===== src/rtl/logic_unit_pipe_if.sv =====
// Valid/ready stream bundle for the pipelined logic unit.
// master drives operands and out_ready; slave is the unit.
interface logic_unit_pipe_if #(
  parameter int WIDTH = 8
);
  logic             in_valid;
  logic             in_ready;
  logic [WIDTH-1:0] in_a;
  logic [WIDTH-1:0] in_b;
  logic [2:0]       in_op;
  logic             in_acc;
  logic             acc_clr;
  logic             out_valid;
  logic             out_ready;
  logic [WIDTH-1:0] out_data;
  logic             out_zero;
  logic             out_ones;
  logic             out_par;

  modport master (
    output in_valid, in_a, in_b, in_op,
    output in_acc, acc_clr, out_ready,
    input  in_ready, out_valid, out_data,
    input  out_zero, out_ones, out_par
  );

  modport slave (
    input  in_valid, in_a, in_b, in_op,
    input  in_acc, acc_clr, out_ready,
    output in_ready, out_valid, out_data,
    output out_zero, out_ones, out_par
  );
endinterface


===== src/rtl/logic_unit_pipe.sv =====
// Two-stage bitwise logic unit with accumulator and result flags.
// Stage 1 holds the raw result, stage 2 the output with its flags.
module logic_unit_pipe #(
  parameter int WIDTH = 8
) (
  input logic               clk,
  input logic               rst_n,
  logic_unit_pipe_if.slave  bus
);

  logic             s1_valid;
  logic [WIDTH-1:0] s1_data;
  logic             s2_valid;
  logic [WIDTH-1:0] s2_data;
  logic             s2_zero;
  logic             s2_ones;
  logic             s2_par;
  logic [WIDTH-1:0] acc_q;

  logic             s2_free;
  logic             s1_move;
  logic             ready;
  logic             accept;
  logic [WIDTH-1:0] opb;
  logic [WIDTH-1:0] res;

  assign s2_free = !s2_valid || bus.out_ready;
  assign s1_move = s1_valid && s2_free;
  assign ready   = !s1_valid || s2_free;
  assign accept  = bus.in_valid && ready;
  assign opb     = bus.in_acc ? acc_q : bus.in_b;

  always_comb begin
    res = '0;
    unique case (bus.in_op)
      3'b000: res = bus.in_a & opb;
      3'b001: res = bus.in_a | opb;
      3'b010: res = ~(bus.in_a | opb);
      3'b011: res = ~bus.in_a;
      3'b100: res = bus.in_a ^ opb;
      3'b101: res = ~(bus.in_a ^ opb);
      3'b110: res = ~(bus.in_a & opb);
      3'b111: res = bus.in_a;
    endcase
  end

  always_ff @(posedge clk or negedge rst_n) begin
    if (!rst_n) begin
      s1_valid <= 1'b0;
      s1_data  <= '0;
    end else if (accept) begin
      s1_valid <= 1'b1;
      s1_data  <= res;
    end else if (s1_move) begin
      s1_valid <= 1'b0;
    end
  end

  // Flags travel with the data so they never glitch on the output.
  always_ff @(posedge clk or negedge rst_n) begin
    if (!rst_n) begin
      s2_valid <= 1'b0;
      s2_data  <= '0;
      s2_zero  <= 1'b0;
      s2_ones  <= 1'b0;
      s2_par   <= 1'b0;
    end else if (s1_move) begin
      s2_valid <= 1'b1;
      s2_data  <= s1_data;
      s2_zero  <= ~|s1_data;
      s2_ones  <= &s1_data;
      s2_par   <= ^s1_data;
    end else if (bus.out_ready) begin
      s2_valid <= 1'b0;
    end
  end

  // Clear wins over an accumulating accept in the same cycle.
  always_ff @(posedge clk or negedge rst_n) begin
    if (!rst_n) begin
      acc_q <= '0;
    end else if (bus.acc_clr) begin
      acc_q <= '0;
    end else if (accept && bus.in_acc) begin
      acc_q <= res;
    end
  end

  assign bus.in_ready  = ready;
  assign bus.out_valid = s2_valid;
  assign bus.out_data  = s2_data;
  assign bus.out_zero  = s2_zero;
  assign bus.out_ones  = s2_ones;
  assign bus.out_par   = s2_par;

endmodule


===== src/flat_wrapper.sv =====
// flat-port wrapper written by rule: the top's interface ports become plain ports
module logic_unit_pipe_flat 
#(
  parameter int WIDTH = 8
)
  (clk, rst_n, bus_in_valid, bus_in_a, bus_in_b, bus_in_op, bus_in_acc, bus_acc_clr, bus_out_ready, bus_in_ready, bus_out_valid, bus_out_data, bus_out_zero, bus_out_ones, bus_out_par);
  logic_unit_pipe_if #(.WIDTH(WIDTH)) bus_i ();
  input logic clk;
  input logic rst_n;
  input wire logic [$bits(bus_i.in_valid)-1:0] bus_in_valid;
  input wire logic [$bits(bus_i.in_a)-1:0] bus_in_a;
  input wire logic [$bits(bus_i.in_b)-1:0] bus_in_b;
  input wire logic [$bits(bus_i.in_op)-1:0] bus_in_op;
  input wire logic [$bits(bus_i.in_acc)-1:0] bus_in_acc;
  input wire logic [$bits(bus_i.acc_clr)-1:0] bus_acc_clr;
  input wire logic [$bits(bus_i.out_ready)-1:0] bus_out_ready;
  output wire logic [$bits(bus_i.in_ready)-1:0] bus_in_ready;
  output wire logic [$bits(bus_i.out_valid)-1:0] bus_out_valid;
  output wire logic [$bits(bus_i.out_data)-1:0] bus_out_data;
  output wire logic [$bits(bus_i.out_zero)-1:0] bus_out_zero;
  output wire logic [$bits(bus_i.out_ones)-1:0] bus_out_ones;
  output wire logic [$bits(bus_i.out_par)-1:0] bus_out_par;
  assign bus_i.in_valid = bus_in_valid;
  assign bus_i.in_a = bus_in_a;
  assign bus_i.in_b = bus_in_b;
  assign bus_i.in_op = bus_in_op;
  assign bus_i.in_acc = bus_in_acc;
  assign bus_i.acc_clr = bus_acc_clr;
  assign bus_i.out_ready = bus_out_ready;
  assign bus_in_ready = bus_i.in_ready;
  assign bus_out_valid = bus_i.out_valid;
  assign bus_out_data = bus_i.out_data;
  assign bus_out_zero = bus_i.out_zero;
  assign bus_out_ones = bus_i.out_ones;
  assign bus_out_par = bus_i.out_par;
  logic_unit_pipe #(.WIDTH(WIDTH)) u_core (.clk(clk), .rst_n(rst_n), .bus(bus_i));
endmodule

===== config.mk =====
export PLATFORM = sky130hd
export DESIGN_NAME = logic_unit_pipe_flat
export DESIGN_NICKNAME = d
export VERILOG_FILES = /design/src/rtl/logic_unit_pipe_if.sv /design/src/rtl/logic_unit_pipe.sv /design/src/flat_wrapper.sv
export SDC_FILE = /design/constraint.sdc
export NUM_CORES = 1
export LEC_CHECK = 0
export BUFFER_PORTS_ARGS = -buffer_cell sky130_fd_sc_hd__clkbuf_2
export CORE_MARGIN = 2
export CORE_UTILIZATION = 50
export DETAILED_ROUTE_END_ITERATION = 12
export PLACE_DENSITY = 0.83
export SYNTH_ARGS = -nofsm -noshare
export SYNTH_HDL_FRONTEND = slang
export SYNTH_SLANG_ARGS = --single-unit

===== constraint.sdc =====
create_clock -name clk -period 2.1 [get_ports clk]
set_clock_uncertainty 0.15 [all_clocks]
set_input_delay 0.42 -clock clk [delete_from_list [all_inputs] [get_ports clk]]
set_output_delay 0.42 -clock clk [all_outputs]
set_load 0.05 [all_outputs]

==> impl_summary.log, run 1 <==
INFO  metric run_status = finished clean
INFO  metric power = approximately 1.9 mW
INFO  metric yosys.cell_types.count = 32
INFO  metric power-per-cell-area = 752 nW/um^2
INFO  metric worstPathArrival = 1.95 ns
INFO  metric chipHeight = 70.7 um
INFO  metric syn_nets = 289
INFO  metric logic_depth_of_the_worst_register_to_register_path = 6
INFO  metric tritoncts_num_sinks = 29
INFO  metric tritoncts.num_buffers = 5
INFO  metric final_util = 58.5%
INFO  metric slowest_delay = around 0.4 ns
INFO  metric clkTransAtPathRegs = 0.06 ns
INFO  metric worstSetupStartpointType = register
INFO  metric drive_gt1_share = between 20 and 25%
INFO  metric diodes = 0
INFO  metric path_cells = mux2i_2 > ha_1 > xor2_1 > a32oi_1 > o211ai_1 > mux2_2
INFO  metric leakage_power_figure = 1.29 nW
INFO  metric start_util = 51.4%
INFO  metric route.met2.wl = approximately 2200 um
INFO  metric final_number_of_hold_violating_endpoints = 0
INFO  metric via_per_inst = 5.44
INFO  metric grt_start_max_net_pins = 50
INFO  metric grtUsageTotal = between 15 and 20%
INFO  metric flops_latches_synth = 29
INFO  metric mostFrequentLayoutCells = sky130_fd_sc_hd__clkbuf_2 (37), sky130_fd_sc_hd__nand2_1 (29), sky130_fd_sc_hd__dfrtp_1 (29)
INFO  metric post_cts_buffers = 0
INFO  metric crit-reg2reg-launch = u_core.acc_q[3]$_DFFE_PN0P_
INFO  metric grt_antenna_before_repair = 0
INFO  metric portBuffers = 37
INFO  metric final_max_slew_viol_count = 0
INFO  metric final_common_cell = sky130_fd_sc_hd__clkbuf_2
INFO  metric achievable-frequency = 517 MHz
INFO  metric min_period = 1.94 ns
INFO  metric final.period_utilization = 92.2%
INFO  metric met1Wirelength = 1950 um
INFO  metric htreeDepth = 2
INFO  metric syn-mean-instance-area = 9.26 um^2
INFO  metric finalWeightedCongestion = 0.840
INFO  metric die-area = between 4000 and 5000 um^2
INFO  metric cts_tree = yes
INFO  metric timing.critical_path.from = u_core.acc_q[3]$_DFFE_PN0P_
INFO  metric gr-total-overflow = 0
INFO  metric mappedNetlistArea = 2220 um^2
INFO  metric cp_data_required_time = around 2.1 ns
INFO  metric worstSkewPairLatency = 0.28 ns
INFO  metric path_max_fanout = 2
INFO  metric top_layer_used = met4
INFO  metric holdBufCountCts = 0
INFO  metric maxCapViolCount = 0
INFO  metric critical_path.endpoint_type = register
INFO  metric worst_slew_margin_relative_to_its_limit = 53.2%
INFO  metric dpl.hpwl = approximately 3500 um
INFO  metric crit-reg2reg-capture = u_core.s1_data[3]$_DFFE_PN0N_
INFO  metric die_width = 70.7 um
INFO  metric met3_wirelength = 257 um
INFO  metric num_vias = ~1,800
INFO  metric number_of_top_level_design_ports = 38
INFO  metric cts_max_path_buffers = 2
INFO  metric detail_route.iter0.violations = 86
INFO  metric grt_first_pass_wirelength = 7770 um
INFO  metric first_global_vias = 1,720
INFO  metric endpoint = u_core.s1_data[3]$_DFFE_PN0N_
INFO  metric worstHoldPathType = input port to asynchronous set/reset pin
INFO  metric worstMarginPinSlew = around 0.7 ns
INFO  metric core.rowCount = 24
INFO  metric number_of_nets_in_the_finished_design = 325
INFO  metric fin_ws = 0.164 ns
INFO  metric synth_sequential_area_ratio = 32.6%
INFO  metric routed_wire_length_per_instance = 13.4 um
INFO  metric critPathSlowestCell = sky130_fd_sc_hd__dfrtp_1
INFO  metric grt_setup_unrepaired = false
INFO  metric critical_path_class = register to register
INFO  metric drt-pass1-iter-count = 4
INFO  metric dp_slack = -0.124 ns
INFO  metric syn_to_final_growth = 13.8%
INFO  metric core-area = between 4000 and 5000 um^2
INFO  metric vdd_drop_max = 0.253 mV
INFO  metric synth_instances = 240
INFO  metric drt_drc_violations_left = 0
INFO  metric finish_stage_setup_viols = 0
INFO  metric route.final.wire_length = 4390 um
INFO  metric reg2reg_setup_slack = 0.16 ns
INFO  metric detail-route-antenna-nets = 0
INFO  metric clk_root_buffer_cell = sky130_fd_sc_hd__clkbuf_8
INFO  metric ys.warnings.count = 0
[kinds of logic (layout without fill, tap and decap cells)]
kind of cell    after synthesis  after routing  share of synthesized area, %
buf+inv                      41             77                          8.89
mux                          16             16                          7.43
flops                        29             29                          32.6
compound gates               56             56                          19.7
xor+xnor                      7              7                          2.76
fa+ha+maj                    24             24                          13.5
simple gates                 67             67                          15.1
[timing repair]
item                                    CTS  global route
resized for setup                         0             1
endpoints found under the hold margin     0             0
endpoints found under the setup margin    0             1
[critical path: cells and delay by family (launching register included)]
kind / cells / cell delay (ns)
compound gates: 2 / 0.32
xor+xnor: 1 / 0.14
fa+ha+maj: 1 / 0.29
flops: 1 / 0.40
mux: 2 / 0.52
[cell type report]
class,count,area [um^2]
tap,52,65.1
fill,403,1790
sequential,29,726
inverter,28,105
clock buffer,7,86.3
multi-input combinational,170,1310
timing repair buffer,42,235
[synthesized netlist by cell type]
master                     count  share of area (%)
sky130_fd_sc_hd__ha_1         24                 14
sky130_fd_sc_hd__or2_2         2               0.56
sky130_fd_sc_hd__o31ai_1       8                2.7
sky130_fd_sc_hd__nand3_1       1               0.22
sky130_fd_sc_hd__a21oi_1       4               0.90
sky130_fd_sc_hd__inv_1        28                4.7
sky130_fd_sc_hd__clkbuf_1      2               0.34
sky130_fd_sc_hd__buf_4         2               0.68
sky130_fd_sc_hd__nand2_1      29                4.9
sky130_fd_sc_hd__a21o_1        4                1.4
sky130_fd_sc_hd__mux2i_1      12                5.4
sky130_fd_sc_hd__nor2_1        7                1.2
sky130_fd_sc_hd__buf_6         4                2.0
sky130_fd_sc_hd__a32oi_1       4                1.6
sky130_fd_sc_hd__nand4_1       2               0.56
sky130_fd_sc_hd__nor4_1        4                1.1
sky130_fd_sc_hd__o21ai_0      11                2.5
sky130_fd_sc_hd__or2_1         3               0.84
sky130_fd_sc_hd__a31oi_2       1               0.56
sky130_fd_sc_hd__a22o_1        4                1.6
sky130_fd_sc_hd__mux2_2        4                2.0
sky130_fd_sc_hd__nand2b_1     16                4.5
sky130_fd_sc_hd__xor2_1        4                1.6
sky130_fd_sc_hd__o211ai_1     12                4.1
sky130_fd_sc_hd__a32o_1        4                1.8
sky130_fd_sc_hd__and2_4        1               0.39
sky130_fd_sc_hd__xnor2_1       3                1.2
sky130_fd_sc_hd__nor2b_1       1               0.28
sky130_fd_sc_hd__dfrtp_1      29                 33
sky130_fd_sc_hd__buf_2         5                1.1
sky130_fd_sc_hd__a311oi_2      4                2.7
sky130_fd_sc_hd__nand3b_2      1               0.51
[per-stage QoR]
| stage | hold WS [ns] | std cells | TNS (ns) | cell area, um^2 |
|---|---|---|---|---|
| global placement | 0.312 | 321 | -0.488 | 2440 |
| CTS | 0.0458 | 328 | 0 | 2530 |
| global route | 0.0960 | 328 | 0 | 2530 |
| floorplan | -0.0256 | 240 | 0 | 2230 |
| detailed placement | 0.318 | 321 | -0.963 | 2440 |
| finish | 0.0300 | 328 | 0 | 2530 |
[layer usage]
| layer | global-route usage (%) | up-vias |
|---|---|---|
| li1 | - | 902 |
| met1 | 25.4 | 825 |
| met2 | 31.2 | 55 |
| met3 | 4.99 | 2 |
| met4 | 6.08 | 0 |
| met5 | 0 | - |
[power breakdown]
group / switching (mW) / internal, mW
sequential: 0.0626 / 0.653
clock: 0.203 / 0.259
combinational: 0.465 / 0.259
[registers in the layout (all words and copies together), names as in the netlist]
| register | flops |
|---|---|
| u_core.acc_q | 8 |
| u_core.bus.out_data | 8 |
| u_core.s1_data | 8 |
| u_core.bus.out_ones | 1 |
| u_core.bus.out_par | 1 |
| u_core.bus.out_valid | 1 |
| u_core.bus.out_zero | 1 |
| u_core.s1_valid | 1 |
[worst min path at each step]
stage | end | slack [ns]
floorplan | u_core.acc_q[0]$_DFFE_PN0P_ | -0.03
global placement | u_core.bus.out_data[4]$_DFFE_PN0P_ | 0.31
detailed placement | u_core.acc_q[5]$_DFFE_PN0P_ | 0.32
CTS | u_core.bus.out_data[4]$_DFFE_PN0P_ | 0.05
global route | u_core.bus.out_ones$_DFFE_PN0P_ | 0.1
finish | u_core.bus.out_data[7]$_DFFE_PN0P_ | 0.03
(Power assumes the default switching activity.)
==> run 2, diff against run 1 <==
- CORE_MARGIN: 2 -> unset
- CORE_UTILIZATION: 50 -> 56
- PLACE_DENSITY: 0.83 -> 0.91
==> impl_summary.log, run 2 (synthesis results as in run 1) <==
INFO  metric run_status = finished clean
INFO  metric worstMarginPinSlew = 0.691 ns (-0.0121 ns)
INFO  metric finish_stage_setup_viols = 0 (unchanged)
INFO  metric path_max_fanout = 6 (+4)
INFO  metric leakage_power_figure = 1.30 nW (+0.40%)
INFO  metric min_period = 2.03 ns (+0.0982 ns)
INFO  metric total_switching_power = 0.748 mW (+2.4%)
INFO  metric cp_data_required_time = 2.09 ns (-0.02 ns)
INFO  metric finalWeightedCongestion = 0.797 (-5.1%)
INFO  metric grtUsageTotal = 24.0% (+4.8 points)
INFO  metric top_layer_used = met3
INFO  metric clkPwrFrac = 23.3% (-1.0 points)
INFO  metric detail-route-antenna-nets = 0 (unchanged)
INFO  metric num_vias = 1,795 (+0.62%)
INFO  metric p_seq_share = 37.8% (+0.2 points)
INFO  metric mostFrequentLayoutCells = sky130_fd_sc_hd__clkbuf_2 (37), sky130_fd_sc_hd__nand2_1 (29), sky130_fd_sc_hd__dfrtp_1 (29)
INFO  metric htreeDepth = 2 (unchanged)
INFO  metric worst_slew_margin_relative_to_its_limit = 54.0% (+0.80 points)
INFO  metric die_width = 65.0 um (-8.0%)
INFO  metric path_cells = clkbuf_2 > buf_4 > mux2i_2 > ha_1 > nand2b_1 > a21oi_1 > a311oi_2 > o31ai_1
INFO  metric die-area = 4230 um^2 (-15%)
INFO  metric cts_tree = yes
INFO  metric grt_setup_unrepaired = false
INFO  metric drt_drc_violations_left = 0 (unchanged)
INFO  metric combPwrFrac = 38.9% (+0.8 points)
INFO  metric tritoncts.num_buffers = 5 (unchanged)
INFO  metric final_number_of_hold_violating_endpoints = 0 (unchanged)
INFO  metric worstSetupStartpointType = input port
INFO  metric start_util = 59.4% (+8.0 points)
INFO  metric dpl.hpwl = 3500 um (+1.0%)
INFO  metric whs = 0.0277 ns (-0.00228 ns)
INFO  metric power-per-cell-area = 746 nW/um^2 (-0.83%)
INFO  metric post_cts_buffers = 0 (unchanged)
INFO  metric via_per_inst = 5.51 (+1.2%)
INFO  metric internal-power = 1.14 mW (-2.7%)
INFO  metric syn_to_final_growth = 13.9% (about the same)
INFO  metric drive_gt1_share = 23.4% (+0.92 points)
INFO  metric met3_wirelength = 137 um (-47%)
INFO  metric detail_route.iter0.violations = 94 (+9.3%)
INFO  metric vdd_drop_max = 0.322 mV (+27%)
INFO  metric worstSkewPairLatency = 0.28 ns (about the same)
INFO  metric diodes = 0 (unchanged)
INFO  metric maxCapViolCount = 0 (unchanged)
INFO  metric drt-pass1-iter-count = 4 (unchanged)
INFO  metric clkTransAtPathRegs = 0.06 ns (about the same)
INFO  metric p_sw_share = 39.6% (+1.2 points)
INFO  metric cts_max_path_buffers = 2 (unchanged)
INFO  metric final_max_slew_viol_count = 0 (unchanged)
INFO  metric final.period_utilization = 96.8% (+4.7 points)
INFO  metric critical_path_class = input port to register
INFO  metric critical_path.endpoint_type = register
INFO  metric final_common_cell = sky130_fd_sc_hd__clkbuf_2
INFO  metric number_of_top_level_design_ports = 38 (unchanged)
INFO  metric worstPathArrival = 2.03 ns (+0.08 ns)
INFO  metric met1Wirelength = 1990 um (+1.8%)
INFO  metric first_global_vias = 1,693 (-1.6%)
INFO  metric grt_start_max_net_pins = 30 (-40%)
INFO  metric chipHeight = 65.0 um (-8.0%)
INFO  metric core-area = 3740 um^2 (-13%)
INFO  metric achievable-frequency = 492 MHz (-4.8%)
INFO  metric core.rowCount = 22 (-8.3%)
INFO  metric number_of_nets_in_the_finished_design = 326 (+0.31%)
INFO  metric route.met2.wl = 2300 um (+5.7%)
INFO  metric route.final.wire_length = 4420 um (+0.68%)
INFO  metric slowest_delay = 0.38 ns (-0.02 ns)
INFO  metric tritoncts_num_sinks = 29 (unchanged)
INFO  metric grt_antenna_before_repair = 0 (unchanged)
INFO  metric power = 1.89 mW (-0.73%)
INFO  metric final_cell_count_no_fill = 326 (-0.61%)
INFO  metric critPathSlowestCell = sky130_fd_sc_hd__a311oi_2
INFO  metric portBuffers = 37 (unchanged)
INFO  metric grt_first_pass_wirelength = 7860 um (+1.2%)
INFO  metric gr-total-overflow = 0 (unchanged)
INFO  metric clk_root_buffer_cell = sky130_fd_sc_hd__clkbuf_8
INFO  metric worstHoldPathType = input port to asynchronous set/reset pin
INFO  metric routed_wire_length_per_instance = 13.6 um (+1.3%)
INFO  metric dp.cells = 318 (-0.93%)
-- run 2: layout make-up --
| cell class | instances | area (um^2) |
|---|---|---|
| tap | 48 | 60.1 |
| inverter | 28 | 105 |
| clock inverter | 3 | 17.5 |
| fill | 309 | 1210 |
| clock buffer | 5 | 68.8 |
| multi-input combinational | 170 | 1310 |
| sequential | 29 | 726 |
| timing repair buffer | 43 | 243 |
-- run 2: through the flow --
stage / TNS (ns) / cell area (um^2) / setup slack, ns / util [%]
global route: 0 / 2530 / 0.00203 / 67.6
detailed placement: -1.18 / 2440 / -0.174 / 65.2
CTS: 0 / 2530 / 0.0605 / 67.5
floorplan: 0 / 2230 / 0.0953 / -
finish: 0 / 2530 / 0.0662 / 67.6
global placement: -0.418 / 2440 / -0.121 / 65.2
-- run 2: final timing paths --
check	from	endpoint	slack [ns]	cells past startpoint
min in group clk	bus_in_valid	u_core.s1_valid$_DFFE_PN0P_	0.25	2
min reg2reg	u_core.bus.out_zero$_DFFE_PN0P_	u_core.bus.out_zero$_DFFE_PN0P_	0.33	2
min	rst_n	u_core.s1_data[7]$_DFFE_PN0N_	0.03	1
max reg2reg	u_core.acc_q[1]$_DFFE_PN0P_	u_core.s1_data[1]$_DFFE_PN0N_	0.16	6
max in group asynchronous	rst_n	u_core.acc_q[6]$_DFFE_PN0P_	1.33	1
max	bus_in_acc	u_core.s1_data[0]$_DFFE_PN0N_	0.07	8
-- run 2: power by group through the flow --
stage	Sequential (mW)	Combinational, mW	Clock [mW]
after floorplan	0.892	0.383	0
after global placement	0.718	0.703	0
after detailed placement	0.724	0.735	0
after CTS	0.715	0.740	0.454
after global routing	0.726	0.805	0.483
final	0.714	0.734	0.441
-- run 2: routing by layer --
layer | vias to the layer above | track usage (%)
li1 | 909 | -
met1 | 844 | 31.5
met2 | 42 | 40.4
met3 | 0 | 3.87
met4 | 0 | 7.34
met5 | - | 0
-- run 2: what timing repair did --
action | CTS | global route
gates resized for setup | 0 | 1
endpoints found under the setup margin | 0 | 2
hold buffers | 0 | 0
-- run 2: worst max-delay path: cells and delay by family --
kind | cells | cell delay (ns)
compound gates | 3 | 0.60
buf+inv | 2 | 0.36
fa+ha+maj | 1 | 0.29
mux | 1 | 0.28
simple gates | 1 | 0.07
